$ cat config.mk
export PLATFORM = sky130hd
export DESIGN_NAME = bcd_to_bin_seq_flat
export DESIGN_NICKNAME = d
export VERILOG_FILES = /design/src/rtl/bcd_math_pkg.sv /design/src/rtl/bcd_to_bin_seq_if.sv /design/src/rtl/bcd_digit_sub3.sv /design/src/rtl/bcd_to_bin_seq.sv /design/src/flat_wrapper.sv
export SDC_FILE = /design/constraint.sdc
export NUM_CORES = 1
export LEC_CHECK = 0
export BUFFER_PORTS_ARGS = -buffer_cell sky130_fd_sc_hd__buf_4
export CAP_MARGIN = 40
export CORE_MARGIN = 5
export CORE_UTILIZATION = 49
export DETAILED_ROUTE_END_ITERATION = 7
export PLACE_DENSITY = 0.75
export SYNTH_ARGS = -nofsm -noshare
export SYNTH_HDL_FRONTEND = slang
export SYNTH_SLANG_ARGS = --single-unit
$ cat constraint.sdc
create_clock -name clock -period 1.7 [get_ports clock]
set_input_delay 0.085 -clock clock [delete_from_list [all_inputs] [get_ports clock]]
set_output_delay 0.085 -clock clock [all_outputs]
set_load 0.02 [all_outputs]
$ cat src/rtl/bcd_math_pkg.sv
// Shared BCD types, thresholds and helpers for the reverse double-dabble converters.
package bcd_math_pkg;

   typedef logic [3:0] bcd_digit_t;

   typedef enum logic [1:0] {
      IDLE  = 2'd0,
      SHIFT = 2'd1,
      DONE  = 2'd2
   } conv_state_t;

   localparam bcd_digit_t BCD_MAX_DIGIT  = 4'd9;
   localparam bcd_digit_t BCD_ADJ_THRESH = 4'd8;

   function automatic logic bcd_digit_illegal(input bcd_digit_t d);
      return d > BCD_MAX_DIGIT;
   endfunction

endpackage

$ cat src/rtl/bcd_to_bin_seq_if.sv
// Valid/ready handshake bundle for the BCD-to-binary converter: BCD word in, binary result out.
interface bcd_to_bin_seq_if #(
   parameter int DIGITS    = 4,
   parameter int BIN_WIDTH = 14
);
   logic                   data_valid;
   logic                   data_ready;
   logic [4*DIGITS-1:0]    dataa;
   logic                   result_valid;
   logic                   result_ready;
   logic [BIN_WIDTH-1:0]   result;
   logic                   error;

   modport master (
      output data_valid, dataa, result_ready,
      input  data_ready, result_valid, result, error
   );

   modport slave (
      input  data_valid, dataa, result_ready,
      output data_ready, result_valid, result, error
   );
endinterface

$ cat src/rtl/bcd_digit_sub3.sv
// One reverse double-dabble correction: a digit that reached 8 or more after the shift loses 3.
import bcd_math_pkg::*;

module bcd_digit_sub3 (
   input  bcd_digit_t din,
   output bcd_digit_t dout
);
   assign dout = (din >= BCD_ADJ_THRESH) ? din - 4'd3 : din;
endmodule

$ cat src/rtl/bcd_to_bin_seq.sv
// Sequential packed-BCD to binary converter, one reverse double-dabble step per clock.
//
// state | meaning
// IDLE  | data_ready high, waiting for a BCD word
// SHIFT | BIN_WIDTH shift+adjust steps on the work register
// DONE  | result_valid high, holding result/error until result_ready
import bcd_math_pkg::*;

module bcd_to_bin_seq #(
   parameter int DIGITS    = 4,
   parameter int BIN_WIDTH = 14
) (
   input logic             clock,
   input logic             clock_sreset,
   bcd_to_bin_seq_if.slave bus
);
   localparam int W     = 4*DIGITS + BIN_WIDTH;
   localparam int CNT_W = $clog2(BIN_WIDTH + 1);

   if ((64'd1 << BIN_WIDTH) <= (64'd10 ** DIGITS) - 64'd1) begin : g_width_check
      $error("bcd_to_bin_seq: BIN_WIDTH cannot hold 10**DIGITS-1");
   end

   conv_state_t            state_q, state_d;
   logic [W-1:0]           work_q, work_d;
   logic [CNT_W-1:0]       cnt_q, cnt_d;
   logic                   err_q, err_d;
   logic [BIN_WIDTH-1:0]   result_q, result_d;
   logic                   error_q, error_d;
   logic                   rv_q, rv_d;
   logic                   dr_q, dr_d;

   logic [W-1:0]           shifted;
   logic [W-1:0]           adjusted;
   logic [4*DIGITS-1:0]    adj_field;
   logic [DIGITS-1:0]      illegal_vec;

   assign shifted = work_q >> 1;

   for (genvar g = 0; g < DIGITS; g++) begin : g_digit
      bcd_digit_sub3 u_sub3 (
         .din  (shifted[BIN_WIDTH + 4*g +: 4]),
         .dout (adj_field[4*g +: 4])
      );
      assign illegal_vec[g] = bcd_digit_illegal(bus.dataa[4*g +: 4]);
   end

   assign adjusted = {adj_field, shifted[BIN_WIDTH-1:0]};

   always_comb begin
      state_d  = state_q;
      work_d   = work_q;
      cnt_d    = cnt_q;
      err_d    = err_q;
      result_d = result_q;
      error_d  = error_q;
      rv_d     = rv_q;
      dr_d     = dr_q;
      case (state_q)
         IDLE: begin
            dr_d = 1'b1;
            if (bus.data_valid && dr_q) begin
               work_d  = {bus.dataa, {BIN_WIDTH{1'b0}}};
               err_d   = |illegal_vec;
               cnt_d   = '0;
               dr_d    = 1'b0;
               state_d = SHIFT;
            end
         end
         SHIFT: begin
            work_d = adjusted;
            cnt_d  = cnt_q + CNT_W'(1);
            if (cnt_q == CNT_W'(BIN_WIDTH - 1)) begin
               result_d = err_q ? '0 : adjusted[BIN_WIDTH-1:0];
               error_d  = err_q;
               rv_d     = 1'b1;
               state_d  = DONE;
            end
         end
         DONE: begin
            if (bus.result_ready) begin
               rv_d    = 1'b0;
               dr_d    = 1'b1;
               state_d = IDLE;
            end
         end
         default: begin
            rv_d    = 1'b0;
            dr_d    = 1'b1;
            state_d = IDLE;
         end
      endcase
   end

   always_ff @(posedge clock) begin
      if (clock_sreset) begin
         state_q  <= IDLE;
         work_q   <= '0;
         cnt_q    <= '0;
         err_q    <= 1'b0;
         result_q <= '0;
         error_q  <= 1'b0;
         rv_q     <= 1'b0;
         dr_q     <= 1'b1;
      end else begin
         state_q  <= state_d;
         work_q   <= work_d;
         cnt_q    <= cnt_d;
         err_q    <= err_d;
         result_q <= result_d;
         error_q  <= error_d;
         rv_q     <= rv_d;
         dr_q     <= dr_d;
      end
   end

   assign bus.data_ready   = dr_q;
   assign bus.result_valid = rv_q;
   assign bus.result       = result_q;
   assign bus.error        = error_q;

   // A legal word is fully drained out of the BCD field by the last step.
   always_ff @(posedge clock) begin
      if (!clock_sreset && state_q == DONE && !error_q) begin
         assert (work_q[W-1:BIN_WIDTH] == '0)
            else $error("bcd_to_bin_seq: BCD field not empty after conversion");
      end
   end
endmodule
$ cat src/flat_wrapper.sv
// flat-port wrapper written by rule: the top's interface ports become plain ports
module bcd_to_bin_seq_flat 
#(
   parameter int DIGITS    = 4,
   parameter int BIN_WIDTH = 14
)
  (clock, clock_sreset, bus_data_valid, bus_dataa, bus_result_ready, bus_data_ready, bus_result_valid, bus_result, bus_error);
  bcd_to_bin_seq_if #(.DIGITS(DIGITS), .BIN_WIDTH(BIN_WIDTH)) bus_i ();
  input logic clock;
  input logic clock_sreset;
  input wire logic [$bits(bus_i.data_valid)-1:0] bus_data_valid;
  input wire logic [$bits(bus_i.dataa)-1:0] bus_dataa;
  input wire logic [$bits(bus_i.result_ready)-1:0] bus_result_ready;
  output wire logic [$bits(bus_i.data_ready)-1:0] bus_data_ready;
  output wire logic [$bits(bus_i.result_valid)-1:0] bus_result_valid;
  output wire logic [$bits(bus_i.result)-1:0] bus_result;
  output wire logic [$bits(bus_i.error)-1:0] bus_error;
  assign bus_i.data_valid = bus_data_valid;
  assign bus_i.dataa = bus_dataa;
  assign bus_i.result_ready = bus_result_ready;
  assign bus_data_ready = bus_i.data_ready;
  assign bus_result_valid = bus_i.result_valid;
  assign bus_result = bus_i.result;
  assign bus_error = bus_i.error;
  bcd_to_bin_seq #(.DIGITS(DIGITS), .BIN_WIDTH(BIN_WIDTH)) u_core (.clock(clock), .clock_sreset(clock_sreset), .bus(bus_i));
endmodule
==> flow_summary.toml <==
[status]
status = "completed"

[drt]
avgViaCountPerCell = 5.59
via_count = 2040
route.final.wire_length_mm = 5.19
drt_pre_antenna_iters = 5
remaining_drc_errors = 0
avgRoutedWirePerCell_um = 14.2
drt_iter0_markers = 191
antenna_left = 0

[worst_setup_path]
critPathCaptureType = "flip-flop"
crit_path_dat_ns = 1.69
count_of_cell_instances_traversed_by_the_critical_path = 4
crit_path_max_incr_delay_ns = 0.51
critPathCapture = "u_core.err_q$_SDFFE_PP0P_"
worstReg2RegStart = "u_core.bus.data_ready$_SDFFE_PP1P_"
worstSetupStartpointType = "flip-flop"
rr_worst_depth = 4
critical_path_required_ns = 1.88
crit_path_start = "u_core.bus.data_ready$_SDFFE_PP1P_"
path_cells = "nand2_1, or3_1, nor2_1, nor3_1"
setup.worst_path.class = "reg -> reg"
path_delay_family = "simple AND/OR/NAND/NOR gates"
r2r_slack_ns = 0.19
critical_path_buf_inv_count = 0
crit_fanout = 8
crit_path_top_delay_cell = "sky130_fd_sc_hd__or3_1"
worst_r2r_endpoint = "u_core.err_q$_SDFFE_PP0P_"

[synth]
synth-edff-count = 0
mappedNetlistNets = 305
ys.flop_type = "sky130_fd_sc_hd__dfxtp_1"
share_of_flip_flops_with_an_asynchronous_set_or_reset_after_synthesis = 0
synthesis.area_per_instance_um2 = 8.52
netlist_instances = 277
synthTopCellsByArea = "sky130_fd_sc_hd__dfxtp_1, sky130_fd_sc_hd__a21oi_1, sky130_fd_sc_hd__nor2_1"
synth_most_common_cell = "sky130_fd_sc_hd__dfxtp_1"
synth-warning-count = 0
synthDominantCellAreaShare = 0.449
synthDistinctLibCells = 34
synth_commonest_cells = "sky130_fd_sc_hd__dfxtp_1, sky130_fd_sc_hd__nor2_1, sky130_fd_sc_hd__nand2_1"
synth.yosys.seq_area_share = 0.449
mappedNetlistArea_um2 = 2360
yosys.area.top_type = "sky130_fd_sc_hd__dfxtp_1"
ys_ff_latch = 53

[layout]
post_route_cells_drive_above_1_share = 0.193
finalNetCount = 338
flow.area_growth_from_synthesis_pct = 17.4
antenna_cells_inserted = 0
final_core_utilization = 0.591

[clock_network]
clock_latency_ns = 0.30
numCtsBuffers = 5
tritoncts = "done"
clock_sink_count = 53
max-clock-path-buffers = 2
clockRootBuffer = "sky130_fd_sc_hd__clkbuf_8"
clkTransAtPathRegs_ns = 0.09
htree_levels = 2

[die]
floorplan.core_area_um2 = 4690
floorplan.die.height_um = 79.4
initial_cell_density_of_the_core = 0.503
rows = 25
die_x_um = 79.4
io-pin-count = 37
floorplan.die_area_um2 = 6310

[timing]
fmaxAchievable_mhz = 663
fin_crit_share = 0.888
timing.final.setup_violations = 0
finalHoldViolCount = 0
fin_tns_setup_ns = 0
finalMaxSlewViolations = 0
unrepaired_setup_endpoints_after_global_routing = "no"
period_needed_ns = 1.51
max_slew.worst_pin.slew_ns = 0.539
clock_skew_ns = 0.00399
slew_headroom = 0.640
timing.final.ws_setup_ns = 0.191

[place]
gpl.final_weighted_congestion = 0.776
post-place-ws_ns = 0.166
dp.final_hpwl_mm = 3.41
buffer_ports.inserted = 36

[global_routing]
grt.total_usage = 0.179
first_global_vias = 1858
grt_pass1_wl_mm = 8.90
grt_start_max_net_pins = 54
antenna_found_initial = 0
grt_overflow = 0

[pwr]
clock_power_share = 0.332
power.static_leakage_uw = 0.00107
power.sequential.fraction = 0.530
p_sw_frac = 0.260
share_comb_of_total_power = 0.138
p_int_uw = 1890
power_uw = 2560
vdd.ir_drop.worst_uv = 779
switching_component_of_the_power_uw = 664
power_density_nw_per_um2 = 923

[min_path]
start_point_of_the_worst_hold_path = "bus_dataa[15]"
hold_wc_path_type = "in -> reg"

[run]
cap_violations = 0
-- cells by family after synthesis --
| group | after synthesis | synth area share |
|---|---|---|
| buffers and inverters | 28 | 0.0615 |
| xor gates and xnor gates | 6 | 0.0223 |
| muxes | 1 | 0.00477 |
| and+or+nand+nor | 108 | 0.222 |
| AOI/OAI and AO/OA | 73 | 0.198 |
| DFF | 53 | 0.449 |
| adders and majority gates | 8 | 0.0424 |
-- layer usage --
metal / wire length (um) / GRT usage
met1: 2440 / 0.253
met2: 2430 / 0.265
met3: 232 / 0.0406
met4: 85 / 0.0687
met5: 0 / 0
-- stage by stage --
stage               hold slack (ns)  instance area (um2)  std cells
floorplan                     0.221                 2360        277
CTS                          0.0275                 2770        365
detailed placement            0.361                 2660        357
global placement              0.349                 2660        357
global route                 0.0421                 2770        365
finish                       0.0350                 2770        365
-- tightest hold or removal path, cell delays in order --
cell	delay [ns]
sky130_fd_sc_hd__buf_4	0.11
sky130_fd_sc_hd__nand2_1	0.05
sky130_fd_sc_hd__a21oi_1	0.05
-- cell usage in the layout (no fill, tap or decap) --
cell type and instances:
sky130_fd_sc_hd__or3_1 1, sky130_fd_sc_hd__a21oi_2 1, sky130_fd_sc_hd__o22ai_1 4, sky130_fd_sc_hd__nor3_1 5
sky130_fd_sc_hd__a311oi_1 6, sky130_fd_sc_hd__xor2_1 3, sky130_fd_sc_hd__nand2b_2 2, sky130_fd_sc_hd__buf_4 46
sky130_fd_sc_hd__nor2_4 1, sky130_fd_sc_hd__nand3_1 2, sky130_fd_sc_hd__o21ai_0 9, sky130_fd_sc_hd__nand4_1 2
sky130_fd_sc_hd__bufinv_16 1, sky130_fd_sc_hd__nor2b_1 4, sky130_fd_sc_hd__a21oi_1 30, sky130_fd_sc_hd__xnor2_1 3
sky130_fd_sc_hd__or2_0 1, sky130_fd_sc_hd__a31oi_1 2, sky130_fd_sc_hd__nand2b_1 4, sky130_fd_sc_hd__ha_1 8
sky130_fd_sc_hd__nor2_2 1, sky130_fd_sc_hd__a211oi_1 1, sky130_fd_sc_hd__clkinv_4 1, sky130_fd_sc_hd__a22oi_1 14
sky130_fd_sc_hd__nand3b_1 14, sky130_fd_sc_hd__clkbuf_1 1, sky130_fd_sc_hd__dfxtp_1 53, sky130_fd_sc_hd__nor2_1 35
sky130_fd_sc_hd__a222oi_1 6, sky130_fd_sc_hd__clkbuf_8 5, sky130_fd_sc_hd__nor3_2 1, sky130_fd_sc_hd__nor3b_1 1
sky130_fd_sc_hd__nand2_1 34, sky130_fd_sc_hd__mux2_2 1, sky130_fd_sc_hd__inv_1 8
-- how the worst min path moves through the flow --
stage	slack [ns]	cells past startpoint	to
3_3_place_gp	0.35	3	u_core.work_q[29]$_SDFFE_PP0P_
2_1_floorplan	0.22	2	u_core.work_q[29]$_SDFFE_PP0P_
3_5_place_dp	0.36	3	u_core.work_q[29]$_SDFFE_PP0P_
6_report	0.03	3	u_core.work_q[29]$_SDFFE_PP0P_
4_1_cts	0.03	3	u_core.work_q[29]$_SDFFE_PP0P_
5_1_grt	0.04	3	u_core.work_q[29]$_SDFFE_PP0P_
-- area by class of cell --
cell class	instances	area [um2]
well taps	54	67.6
clock inverters	2	38.8
flip-flops and latches	53	1060
repair buffers	46	345
clock buffers	6	72.6
inverters	8	30.0
multi-input cells	196	1160
fillers	409	1920
-- repair_timing --
action                     in CTS  in global routing
setup endpoints to repair       0                  1
hold endpoints to repair        0                  0
hold buffers                    0                  0
resized for setup               0                  1
buffers inserted                0                  0
-- registers in the layout, summed over array words and instances (netlist names) --
signal and count:
u_core.bus.data_ready 1, u_core.bus.error 1, u_core.bus.result 14, u_core.bus.result_valid 1
u_core.cnt_q 4, u_core.err_q 1, u_core.state_q 2, u_core.work_q 29
-- power by group through the flow --
stage,combinational [uW],clock [uW],sequential (uW)
6_report,353,848,1360
5_1_grt,404,924,1370
4_1_cts,354,873,1360
3_5_place_dp,350,0,1380
3_3_place_gp,347,0,1380
2_1_floorplan,256,0,1370
Power figures use the tool's default switching activity.
